### src/rtl/serial_add_ctrl.sv
// Sequencer for a bit-serial full adder: accepts an operand pair, adds one bit per clock
// LSB-first through a single carry flop, and returns sum/cout over a valid/ready handshake.
//
//   state | meaning
//   IDLE  | waiting for an operand pair, in_ready high
//   RUN   | adding bit bit_idx, WIDTH cycles
//   DONE  | result held on sum/cout until out_ready
module serial_add_ctrl #(
    parameter int WIDTH = 8,
    localparam int IW = $clog2(WIDTH)
) (
    input  logic             clk,
    input  logic             reset,
    input  logic             in_valid,
    output logic             in_ready,
    input  logic [WIDTH-1:0] a,
    input  logic [WIDTH-1:0] b,
    output logic             out_valid,
    input  logic             out_ready,
    output logic [WIDTH-1:0] sum,
    output logic             cout,
    output logic             busy,
    output logic [IW-1:0]    bit_idx
);

    typedef enum logic [1:0] {IDLE, RUN, DONE} state_t;

    localparam logic [IW-1:0] LAST = IW'(WIDTH - 1);
    localparam logic [IW-1:0] ONE  = IW'(1);

    state_t           state;
    logic             carry;
    logic [IW-1:0]    cnt;
    logic [WIDTH-1:0] a_sr;
    logic [WIDTH-1:0] b_sr;
    logic             s_bit;
    logic             c_bit;

    always_comb begin
        s_bit = a_sr[0] ^ b_sr[0] ^ carry;
        c_bit = (a_sr[0] & b_sr[0]) | (a_sr[0] & carry) | (b_sr[0] & carry);
    end

    // cnt is returned to 0 on leaving RUN, so it doubles as bit_idx in every state
    assign bit_idx = cnt;

    always_ff @(posedge clk) begin
        if (reset) begin
            state     <= IDLE;
            carry     <= 1'b0;
            cnt       <= '0;
            a_sr      <= '0;
            b_sr      <= '0;
            sum       <= '0;
            cout      <= 1'b0;
            in_ready  <= 1'b1;
            out_valid <= 1'b0;
            busy      <= 1'b0;
        end else begin
            case (state)
                IDLE: begin
                    if (in_valid) begin
                        a_sr     <= a;
                        b_sr     <= b;
                        carry    <= 1'b0;
                        cnt      <= '0;
                        state    <= RUN;
                        in_ready <= 1'b0;
                        busy     <= 1'b1;
                    end
                end
                RUN: begin
                    carry <= c_bit;
                    sum   <= {s_bit, sum[WIDTH-1:1]};
                    a_sr  <= a_sr >> 1;
                    b_sr  <= b_sr >> 1;
                    if (cnt == LAST) begin
                        cout      <= c_bit;
                        cnt       <= '0;
                        state     <= DONE;
                        out_valid <= 1'b1;
                    end else begin
                        cnt <= cnt + ONE;
                    end
                end
                DONE: begin
                    if (out_ready) begin
                        state     <= IDLE;
                        out_valid <= 1'b0;
                        busy      <= 1'b0;
                        in_ready  <= 1'b1;
                    end
                end
                default: begin
                    state     <= IDLE;
                    in_ready  <= 1'b1;
                    out_valid <= 1'b0;
                    busy      <= 1'b0;
                    cnt       <= '0;
                end
            endcase
        end
    end

endmodule

### config.mk
export PLATFORM = sky130hd
export DESIGN_NAME = serial_add_ctrl
export DESIGN_NICKNAME = d
export VERILOG_FILES = /design/src/rtl/serial_add_ctrl.sv
export SDC_FILE = /design/constraint.sdc
export NUM_CORES = 1
export LEC_CHECK = 0
export ABC_AREA = 0
export BUFFER_PORTS_ARGS = -buffer_cell sky130_fd_sc_hd__buf_2
export CORE_MARGIN = 2
export CORE_UTILIZATION = 55
export CTS_BUF_LIST = sky130_fd_sc_hd__clkbuf_8 sky130_fd_sc_hd__clkbuf_16
export CTS_CLUSTER_SIZE = 16
export DETAILED_ROUTE_END_ITERATION = 12
export GPL_TIMING_DRIVEN = 0
export PLACE_DENSITY = 0.85
export SLEW_MARGIN = 5
export SYNTH_ARGS = -nofsm -noshare
export SYNTH_HDL_FRONTEND = slang
export SYNTH_SLANG_ARGS = --single-unit
### constraint.sdc
create_clock -name clk -period 3.45 [get_ports clk]
set_clock_uncertainty 0.15 [all_clocks]
set_input_delay 0.345 -clock clk [delete_from_list [all_inputs] [get_ports clk]]
set_output_delay 0.345 -clock clk [all_outputs]
set_load 0.005 [all_outputs]
### Yosys cells after proc, flatten, opt, wreduce, memory -nomap -nowiden

Index checks and enable logic that the tools add are counted.

* word-level logic and storage cells: 55
* bits in registers: 34
* output and inout port bits: 15
* bits of input ports: 20

* multiplexer cells: 20
* equal/unequal tests: 6
* reductions and logical operators: 8
* $add $sub $neg: 1
* bitwise gates (word level): 10

Operator list (count)
* one-hot mux 8 bit (2 select lines): 2
* two-way mux 8 bit: 2
* one-hot mux 1 bit (3 select lines): 3
* one-hot mux 3 bit (3 select lines): 1
* AND reduction 3 bit: 3
* two-way mux 2 bit: 3
* two-way mux 3 bit: 2
* != test 2 bit, second input constant: 3
* one-hot mux 2 bit (3 select lines): 1
* AND reduction 2 bit: 3
* two-way mux 1 bit: 5
* adder 3 x 1 -> 3 bit, second input constant: 1
* AND 1 bit: 3
* == test 3 bit, second input constant: 1
* NOT 1 bit: 3
* == test 2 x 1 -> 1 bit, second input constant: 1
* == test 2 bit, second input constant: 1
* logical NOT 2 bit: 1
* OR 1 bit: 2
* one-hot mux 1 bit (2 select lines): 1
* nonzero test 2 bit: 1
* bitwise XOR 1 bit: 2

### Logic depth before layout (Yosys ltp)

* depth after elaboration: 4
* gate-level depth with buffers: 5
* depth with buffers taken out: 5

### Worst setup path after synthesis

No wires, ideal clock.

* path kind: reg2reg
* start point: register state[0]
* end point: register a_sr[0]
* arrival time: 1.112 ns
* stages on the path, launching flop included: 6
* setup time: 0.119 ns
* required time: 3.181 ns
* period minus slack after synthesis: 1.381 ns
* buffers on the path: 2
* path slack: 2.069 ns
* cell sequence: dfxtp_1 nand2b_1 or2_1 buf_6 buf_6 o221a_1

* cells in the longest elaborated chain, start to end: 3
* elaborated cells on any way between the ends: 6
* classes of those cells: eq/ne: 2; mux: 1; reduce/logical: 3

RTL lines
* start: declaration: line 31 `state_t state;`
* start signal: assignment: line 49 `state <= IDLE;`
* start signal: assignment: line 67 `state <= RUN;`
* start signal: assignment: line 80 `state <= DONE;`
* == test 2 x 1 -> 1 bit / logical NOT 2 bit (equally long branches): line 60 `case (state)`
* nonzero test 2 bit (no line) / != test 2 bit (equally long branches)
* AND reduction 2 bit (no line)
* end signal: assignment: line 75 `a_sr <= a_sr >> 1;`
* end: declaration: line 34 `logic [WIDTH-1:0] a_sr;`

Parallel ways exist; a longest one is shown, timed or not.
A chain may end at the register's enable or synchronous reset.

### Final worst setup path

* start point: register state[0]
* end point: register a_sr[1]

Same word-level chain as after synthesis.

==> out/metrics.cfg <==
[cts]
ctsHoldBuffers=0
cts_resized=0
clk_path_buf_depth=2
cts_setup_buffers=0
clk_pin_slew_ns=0.07
cts_sinks=34
cts-root-buf=clkbuf_8
cts_buffers=5
cts_tree=done
worstSkewPairLatency_ns=0.29
h-tree-depth=2

[setup_path]
cp_slowest_stage_delay_ns=0.34
critPathMaxFanout=10
end_kind=flip-flop
critPathLaunchType=flip-flop
cp_common_cell=buf_2
path_class=flip-flop to flip-flop
crit_path_cell_trace=buf_2, nor2_1, nor2_2, buf_2, o221a_1
slowest_stage=dfxtp_1
arrival_ns=1.60
critPathRequiredTime_ns=3.53

[timing]
rsz0062_at_grt=false
fmax_mhz=659
slew_viol_final=0
slew_headroom=0.703
final_period_minus_worst_setup_slack_ns=1.52
whs_ns=0.158
min_period_over_period=0.440
hold_viol_final=0
tightest_slew_ns=0.445
setup_tns_ns=0
final-setup-viol-count=0

[global_routing]
grt_antenna_before_repair=0
grt_pass1_wl_mm=4.77
grt_max_degree=11
grt_pass1_vias=1136
grt.total_usage=0.233
grt-ovfl-total=0

[layout]
seq_area_um2=681
drive_gt1_frac=0.268
syn_to_final_growth_pct=20.9
n_antenna_cell=0
multiInputGateArea_um2=601
n_fill_cell=202
layout.nets=220
fin_area_mm2=0.00170

[synthesis]
yosys.area_share.xor_xnor=0
synth_top_family_by_area=compound AO/OA/AOI/OAI gates
yosysUniqueCellTypes=26
syn_inst=157
muxShareOfSynthArea=0
syn_area_mm2=0.00141
synth_compound_area_frac=0.266
synth_simple_gate_area_share=0.128
ys_ff_latch=34
synth_seq_area_share=0.483
avgSynthCellArea_um2=8.97
synth_fa_ha_area_frac=0.0320
synthesis.nets=180
yosys_warnings=0

[route]
drtPass1Iterations=5
wl_per_cell_um=13.3
vias_per_cell=5.46
routed_wl_mm=3.02
antenna_left=0
drt_iter0_markers=27
drc=0
vias=1244

[power]
p_leak_nw=0.748
irDropWorstVdd_v=0.000536
p_per_area_mw_per_mm2=489

[status]
status=finished, final reports clean

[placed_design]
place.gp.congestion=0.785
portBuffers=33
dpl.hpwl_mm=2.16
post_dp_cell_area_mm2=0.00161

[run]
maxCapViolCount=0

[floorplanning]
io_pins=35
rows=18
start_util=0.574
coreArea_mm2=0.00245
die_area_mm2=0.00298
die_w_um=54.6
die_h_um=54.6

[worst_hold_path]
hp-class=input port to flip-flop

path summary, 6_finish.rpt:
path | start | cells after the start | end | slack (ns)
min reg2reg | sum[0]$_SDFFE_PP0P_ | 2 | sum[0]$_SDFFE_PP0P_ | 0.31
min | a[7] | 3 | a_sr[7]$_SDFFE_PP0P_ | 0.16
max reg2reg | state[0]$_SDFFE_PP0P_ | 5 | a_sr[1]$_SDFFE_PP0P_ | 1.93
max | state[0]$_SDFFE_PP0P_ | 5 | a_sr[1]$_SDFFE_PP0P_ | 1.93
report_power, final:
group          internal, mW  total [mW]  leakage [nW]  switching (mW)
logic                0.0482       0.105         0.417          0.0565
registers             0.416       0.430         0.279          0.0139
clock network         0.158       0.298        0.0524           0.140
total                 0.622       0.833         0.748           0.210
stage by stage:
stage,utilization,setup slack [ns],power [mW],cells
finish,0.694,1.93,0.833,228
floorplan,-,2.07,0.507,157
detailed placement,0.656,1.89,0.542,220
global placement,0.656,1.90,0.535,220
global route,0.694,1.84,0.875,228
CTS,0.694,1.95,0.839,228
cells in the mapped netlist (all sizes together):
library cell	count	area (um2)
a21oi	27	135
a22oi	3	22.5
a2bb2oi	1	8.76
a32oi	3	26.3
buf	8	52.6
clkbuf	5	18.8
dfxtp	34	681
fa	1	20.0
ha	2	25.0
inv	15	56.3
nand2	18	67.6
nand2b	2	12.5
nand3	1	5.00
nand3b	1	7.51
nor2	12	47.6
nor2b	1	6.26
nor3	1	5.00
nor3b	2	15.0
o21ai	2	10.0
o21bai	2	15.0
o221a	14	158
or2	1	6.26
or2b	1	7.51
sequential cells by signal, summed over array words and instances, names as in the netlist:
signal	count
a_sr	8
b_sr	8
bit_idx	3
busy	1
carry	1
cout	1
in_ready	1
out_valid	1
state	2
sum	8
worst max-delay path, delay by kind of cell, from the launching register on:
| kind | cells | cell delay (ns) |
|---|---|---|
| compound gates | 1 | 0.21 |
| simple gates | 2 | 0.28 |
| buf+inv | 2 | 0.48 |
| flops | 1 | 0.34 |
per-layer routing:
layer  part of all wire  wire, um  GRT usage  vias up
li1                   -         -          -      623
met1               0.44      1330      0.286      586
met2               0.49      1490      0.367       31
met3              0.055       167     0.0902        4
met4              0.012        36     0.0875        0
met5                  0         0          0        -
cell families after synthesis:
logic type / count (synthesis)
buf+inv: 28
flops: 34
fa+ha+maj: 3
compound gates: 52
simple gates: 40
layout make-up:
cell class              count  share of cell area
flip-flops and latches     34               0.400
inverters                  15              0.0331
well taps                  30              0.0220
plain buffers              13              0.0419
multi-input cells          95               0.353
clock inverters             2             0.00514
clock buffers               6              0.0485
repair buffers             33              0.0970
cell usage in the layout, fill, tap and decap left out:
cell	instances
a21oi_1	27
a22oi_1	3
a2bb2oi_1	1
a32oi_1	3
buf_2	39
buf_6	2
clkbuf_1	5
clkbuf_8	6
clkinv_2	1
dfxtp_1	34
fa_1	1
ha_1	2
inv_1	16
nand2_1	18
nand2b_1	2
nand3_1	1
nand3b_1	1
nor2_1	11
nor2_2	1
nor2b_1	1
nor3_1	1
nor3b_1	2
o21ai_0	2
o21bai_1	2
o221a_1	10
o221a_2	4
or2_1	1
or2b_1	1
No activity file was read; power rests on OpenSTA's default activity.
